**src/rtl/bus_initiator.sv**
```systemverilog
// bus_initiator: CPU load/store to READY/EN_N bus initiator; define BUS_INIT_TIMEOUT_EN to abort stalled bus cycles
module bus_initiator #(
   parameter int unsigned TIMEOUT_CYCLES = 255
) (
   input  logic        clk,
   input  logic        reset_n,
   input  logic        req_valid,
   output logic        req_ready,
   input  logic        req_we,
   input  logic [2:0]  req_op,
   input  logic [31:0] req_addr,
   input  logic [31:0] req_wdata,
   output logic        resp_valid,
   output logic [31:0] resp_rdata,
   output logic        resp_err,
   output logic [31:0] address,
   output logic [31:0] wdata,
   output logic [1:0]  WLEN,
   output logic        EN_N,
   input  logic        READY,
   input  logic [31:0] rdata
);
   typedef enum logic [1:0] {IDLE, REQ, WAIT, RESP} state_t;

   state_t      state_q, state_d;
   logic [31:0] addr_q, addr_d, wdata_q, wdata_d, rdata_q, rdata_d;
   logic [2:0]  op_q, op_d;
   logic [1:0]  wlen_q, wlen_d;
   logic        we_q, we_d, en_n_q, en_n_d, err_q, err_d;
   logic        legal, timeout;
   logic [7:0]  byte_sel;
   logic [31:0] ld_data;

   if (TIMEOUT_CYCLES < 2 || TIMEOUT_CYCLES > 65535) begin : g_bad_timeout
      $error("bus_initiator: TIMEOUT_CYCLES must be 2..65535");
   end

   // byte/half accesses only need addr[0] clear when wider than a byte
   assign legal = (req_we ? req_op inside {3'b000, 3'b001, 3'b010}
                          : req_op inside {3'b000, 3'b001, 3'b010, 3'b100, 3'b101})
                  && !(req_addr[0] && req_op[1:0] != 2'b00);
   assign byte_sel = addr_q[0] ? rdata[15:8] : rdata[7:0];
   assign ld_data  = op_q == 3'b000 ? {{24{byte_sel[7]}}, byte_sel}
                   : op_q == 3'b100 ? {24'd0, byte_sel}
                   : op_q == 3'b001 ? {{16{rdata[15]}}, rdata[15:0]}
                   : op_q == 3'b101 ? {16'd0, rdata[15:0]} : rdata;

`ifdef BUS_INIT_TIMEOUT_EN
   logic [15:0] cnt_q, cnt_d;
   assign cnt_d   = state_q == IDLE ? 16'd0 : (state_q == REQ || state_q == WAIT) ? cnt_q + 16'd1 : cnt_q;
   assign timeout = cnt_q >= 16'(TIMEOUT_CYCLES - 1);
   // cycle counter for REQ/WAIT, restarted whenever the initiator is idle
   always_ff @(posedge clk or negedge reset_n) begin
      if (!reset_n) cnt_q <= '0;
      else          cnt_q <= cnt_d;
   end
`else
   assign timeout = 1'b0;
`endif

   // state and bus/response registers; reset returns the bus to its idle levels
   always_ff @(posedge clk or negedge reset_n) begin
      if (!reset_n) begin
         state_q <= IDLE;
         addr_q  <= '0;
         wdata_q <= '0;
         rdata_q <= '0;
         op_q    <= '0;
         we_q    <= 1'b0;
         wlen_q  <= 2'b00;
         en_n_q  <= 1'b1;
         err_q   <= 1'b0;
      end else begin
         state_q <= state_d;
         addr_q  <= addr_d;
         wdata_q <= wdata_d;
         rdata_q <= rdata_d;
         op_q    <= op_d;
         we_q    <= we_d;
         wlen_q  <= wlen_d;
         en_n_q  <= en_n_d;
         err_q   <= err_d;
      end
   end

   // next state: accept, drive the bus handshake, capture the load result or abort
   always_comb begin
      state_d = state_q;
      addr_d  = addr_q;
      wdata_d = wdata_q;
      rdata_d = rdata_q;
      op_d    = op_q;
      we_d    = we_q;
      wlen_d  = wlen_q;
      en_n_d  = en_n_q;
      err_d   = err_q;
      case (state_q)
         IDLE: if (req_valid) begin
            addr_d  = req_addr;
            wdata_d = req_wdata;
            op_d    = req_op;
            we_d    = req_we;
            state_d = legal ? REQ : RESP;
            en_n_d  = !legal;
            err_d   = !legal;
            rdata_d = '0;
            wlen_d  = (!legal || !req_we) ? 2'b00 : req_op == 3'b000 ? 2'b01 : req_op == 3'b001 ? 2'b10 : 2'b11;
         end
         REQ, WAIT: begin
            if (state_q == REQ && !READY) begin
               en_n_d  = 1'b1;
               state_d = WAIT;
            end else if (state_q == WAIT && READY) begin
               state_d = RESP;
               wlen_d  = 2'b00;
               rdata_d = we_q ? '0 : ld_data;
            end else if (timeout) begin
               state_d = RESP;
               en_n_d  = 1'b1;
               wlen_d  = 2'b00;
               err_d   = 1'b1;
               rdata_d = '0;
            end
         end
         default: begin
            state_d = IDLE;
            err_d   = 1'b0;
            rdata_d = '0;
         end
      endcase
   end

   assign req_ready  = state_q == IDLE;
   assign resp_valid = state_q == RESP;
   assign resp_rdata = rdata_q;
   assign resp_err   = err_q;
   assign address    = addr_q;
   assign wdata      = wdata_q;
   assign WLEN       = wlen_q;
   assign EN_N       = en_n_q;
endmodule

```
**config.mk**
```make
export PLATFORM = sky130hd
export DESIGN_NAME = bus_initiator
export DESIGN_NICKNAME = d
export VERILOG_FILES = /design/src/rtl/bus_initiator.sv
export SDC_FILE = /design/constraint.sdc
export NUM_CORES = 1
export LEC_CHECK = 0
export CAP_MARGIN = 5
export CORE_MARGIN = 4
export CORE_UTILIZATION = 38
export DETAILED_ROUTE_END_ITERATION = 8
export PLACE_DENSITY = 0.77
export SYNTH_ARGS = -nofsm -noshare
export SYNTH_HDL_FRONTEND = slang
export SYNTH_SLANG_ARGS = --single-unit
```
**constraint.sdc**
```tcl
create_clock -name clk -period 1.9 [get_ports clk]
set_input_delay 0.38 -clock clk [delete_from_list [all_inputs] [get_ports clk]]
set_output_delay 0.38 -clock clk [all_outputs]
set_load 0.05 [all_outputs]
```
======== Word-level counts from Yosys, hierarchy flattened ========
Cells that the tools add are included.
storage, ports and cells
  flip-flop bits (word level) ............. 106
cells by class
  equal/unequal tests ..................... 15
  mux-type cells .......................... 27
  bitwise operators ....................... 1
  reductions and logical operators ........ 23
operators with widths
  operator            number
  $mux 32             8
  $pmux 32 s2         1
  $mux 2              9
  $eq 3x3->1 const B  4
  $mux 8              1
  $ne 2x2->1 const B  4
  $pmux 2 s2          2
  $eq 3x1->1 const B  2
  $logic_not 3->1     2
  $reduce_and 2->1    3
  $reduce_and 3->1    2
  $reduce_bool 5->1   1
  $eq 2x2->1 const B  2
  $logic_and 1x1->1   4
  $logic_not 1->1     4
  $mux 1              4
  $pmux 1 s2          2
  $reduce_and 4->1    1
  $reduce_bool 2->1   2
  $eq 3x2->1 const B  1
  $ne 3x3->1 const B  1
  $reduce_bool 3->1   1
  $eq 2x1->1 const B  1
  $logic_not 2->1     1
  3 further kinds     3

======== Longest topological paths before layout ========
  word-level depth ........................ 9
  depth in mapped cells ................... 8
  gate-level depth less buffers ........... 5

======== Worst setup path after synthesis ========
No wires, ideal clock.
  kind .................................... flip-flop to flip-flop
  start point ............................. reg state_q[0]
  end point ............................... reg state_q[1]
  arrival ................................. 1,990 ps
  path slack .............................. -177 ps
  stages on the path, launching flop included .. 7
  required time ........................... 1,813 ps
  path buffers ............................ 1
  path through ............................ dfrtp_1 > inv_1 > ha_1 > nand2_1 > buf_1 > or3_1 > o211ai_1
between the ends
  elaborated cells on any way between the ends .. 11
RTL lines
  what                               line  source
  start, declared                    25    state_t state_q, state_d;
  start signal, assigned             74    state_q <= state_d;
  $logic_not 2->1 *                  -
  via req_ready                      8     output logic req_ready,
  $ne 2x2->1 (no source line)        -
  $reduce_and 2->1 (no source line)  -
The timed path passes the listed nets; every way through them passes the cells marked *.
A chain may end at the register's enable or synchronous reset.

======== Worst setup path in the final report ========
  start point ............................. reg state_q[0]
  end point ............................... reg rdata_q[20], in the netlist resp_rdata[20]
between the ends
  longest elaborated chain between the ends .. 4
  elaborated cells on any way between the ends .. 11
ends and longest elaborated chain
  what                                             line          source
  $eq 2x1->1 / $eq 2x2->1 (equally long branches)  97, 110, 113
  $reduce_or 2->1, or another cell as far along    97            case (state_q)
  $ne 2x2->1 (no source line)                      -
  $reduce_and 3->1 (no source line)                -
  end signal, assigned                             77            rdata_q <= rdata_d;
  end, declared                                    26            logic [31:0] addr_q, addr_d, wdata_q, wdata_d, rdata_q, rdata_d;
Several ways; a longest one is shown, not always the timed one.

==> metrics.md <==
| Metric | Value |
|---|---|
| Run status | `completed` |
| Clock skew | `roughly 0.0047 ns` |
| WL per Instance | `17.7 um` |
| Via count | `between 3000 and 4000` |
| Async SR Flop Fraction | `100%` |
| Overall Global Routing Usage | `18.2%` |
| Vias in the first global route | `a little over 4000` |
| Most common cell after layout, fill and taps aside | `clkdlybuf4s50_1` |
| Fin util | `61.0%` |
| Clock H-tree levels | `3` |
| Die Width | `119 um` |
| Synth top area share | `56.1%` |
| EDFF count, synth | `0` |
| Hpwl dp | `9560 um` |
| Leakage power | `3.59 nW` |
| Synth area leaders | `dfrtp_1 (56%), mux2_2 (13%), o31ai_1 (5.3%), o31ai_2 (4.3%), mux2_1 (3.6%)` |
| Finished Layout Cells | `727` |
| Largest net degree at the start of global routing | `107` |
| Mapped Cells | `346` |
| Die Height | `119 um` |
| Via-per-instance ratio | `between 5 and 6` |
| Register clock-pin slew on the reported worst setup and hold paths | `around 0.07 ns` |
| Hold Fails Final Rpt | `0` |
| Layout cells sized above 1 | `between 20% and 30%` |
| Mapped Avg Cell Area | `~14 um2` |
| CTS tree | `built` |
| Setup tns final | `0 ns` |
| Core Region | `12100 um2` |
| Final Cycle Share | `98.7%` |
| Syn_nets | `454` |
| WHS | `0.103 ns` |
| Drt initial violations | `231` |
| Setup violators final | `0` |
| Worst setup path class | `flip-flop to flip-flop` |
| Drt drc | `0` |
| Crit-path cells | `inv_1 > ha_1 > nor2b_2 > or3_4 > buf_8 > o31ai_2` |
| Most frequent cells in the layout | `clkdlybuf4s50_1 (106), dfrtp_1 (105), mux2_2 (56), buf_4 (53), dlymetal6s2s_1 (39)` |
| Largest area contributor in the netlist | `dfrtp_1` |
| Latest clock arrival within the worst-skew pair | `0.34 ns` |
| First-pass GRT wire length | `20900 um` |
| Top FF cell, synth | `dfrtp_1` |
| CP max stage cell | `dfrtp_1` |
| CP max FO | `16` |
| Library cells used by synthesis | `39` |
| Number of nets with antenna violations after routing | `0` |
| Minimum clock period | `about 1.9 ns` |
| Max_cap viols | `0` |
| Fin nets | `662` |
| Critical path data required time | `2.13 ns` |
| Placed inst area | `a little under 7000 um2` |
| Seq/Total Area, Yosys | `56.6%` |
| Clock Path Buffers | `2` |
| Synth warnings | `0` |
| Critical path arrival | `2.11 ns` |
| VDD IR-drop max | `1.05 mV` |
| Initial Util | `between 30% and 40%` |
| Fmax | `0.533 GHz` |
| Pre-antenna DRT Iters | `4` |
| Initial antenna violation count | `0` |
| Measured slew at the worst slew-check pin | `a little over 0.6 ns` |
| Ant diodes | `0` |
| Clock sinks | `about 110` |
| P per Cell Area | `2010 nW/um2` |
| Ports | `slightly above 200` |
| Synthesized area | `4690 um2` |
| Rel. slew slack | `59.2%` |
| RSZ-0062 raised after global routing | `yes` |
| WP buf/inv | `2` |
| CP Capture Type | `flip-flop` |
| FF-to-FF setup slack | `0.02 ns` |
| Overall die area | `14200 um2` |
| Final wirelength | `around 13000 um` |
| Post-route cell area | `7360 um2` |
| Final Max Tran Viols | `0` |
| FF+latch count, synth | `106` |
| Global route total overflow | `0` |
| Row count | `40` |
| CTS Buf Count | `9` |
| Crit-path max cell delay | `roughly 0.40 ns` |
| I/O Buffers | `205` |
| Area Growth Syn to Fin | `57.0%` |
| Hold Path Class | `primary input to async pin` |
| Dpl cells | `709` |
| Root buffer cell | `clkbuf_16` |
| CP top delay family | `simple AND/OR/NAND/NOR gates` |
| Gpl congestion | `0.762` |
| Worst setup SP type | `flip-flop` |
==> state kept, by name (all words and copies together), names as in the netlist, 2 cells and up <==
register,count
address,32
resp_rdata,32
wdata,32
op_q,3
WLEN,2
state_q,2
==> cell type report <==
class	instances	area [um2]
Timing Repair Buffer	227	2270
Clock buffer	11	243
Multi-Input combinational cell	206	1940
Inverter	4	15.0
Sequential cell	106	2650
Clock inverter	5	30.0
Tap cell	168	210
Fill cell	934	4700
==> power breakdown <==
group	internal, mW	switching, mW
sequential	3.32	0.595
clock	0.919	0.798
combinational	3.24	5.92
total	7.48	7.31
==> worst reg2reg max path, cell delays in order (launching register included) <==
cell and delay (ns):
dfrtp_1 0.40, inv_1 0.09, ha_1 0.26, nor2b_2 0.20, or3_4 0.39, buf_8 0.18, o31ai_2 0.27
==> logic make-up after synthesis <==
family / Yosys count / synth area share, %
fa+ha+maj: 4 / 1.07
compound gates: 91 / 16.0
buf+inv: 34 / 3.39
flops: 106 / 56.6
mux: 81 / 19.2
xor+xnor: 1 / 0.187
simple gates: 29 / 3.50
==> through the flow <==
stage               setup WS, ns  power (mW)
floorplan                 0.0224        10.1
global placement       -0.000576        13.0
detailed placement       -0.0655        13.2
CTS                     -0.00332        14.9
global route             -0.0383        15.6
finish                    0.0245        14.8
==> Yosys cell counts (all sizes together) (2+ instances only) <==
cell,n
a22oi,17
nor3,2
nor3b,2
buf,18
dfrtp,105
mux2,71
o2bb2ai,9
a21oi,6
nand3,2
inv,4
ha,4
mux2i,10
o31ai,49
clkbuf,12
or3,2
nand2,2
o21ai,5
nor2,7
nor2b,4
nand2b,2
==> per-layer routing <==
metal | GRT usage [%] | vias to the layer above | routed length [um]
met4 | 5.00 | 0 | 166
met1 | 21.3 | 1849 | 5020
li1 | - | 1710 | -
met2 | 30.7 | 156 | 6490
met5 | 0 | - | 0
met3 | 7.36 | 15 | 1160
==> worst paths after layout <==
kind | start | endpoint | depth (start not counted)
max | state_q[0] | resp_rdata[20] | 6
min | reset_n | wdata[12] | 2
max reg2reg | state_q[0] | resp_rdata[20] | 6
min reg2reg | wdata[18] | wdata[18] | 1
max in group asynchronous | reset_n | resp_rdata[23] | 2
min in group clk | wdata[18] | wdata[18] | 1
==> repair_timing <==
action                     in CTS  in global routing
cloned                          0                  0
pin swaps                       0                  0
buffers inserted                0                  2
setup endpoints to repair      28                 54
resized for setup              24                 48
hold buffers                    0                  0
No activity file was read; power rests on OpenSTA's default activity.
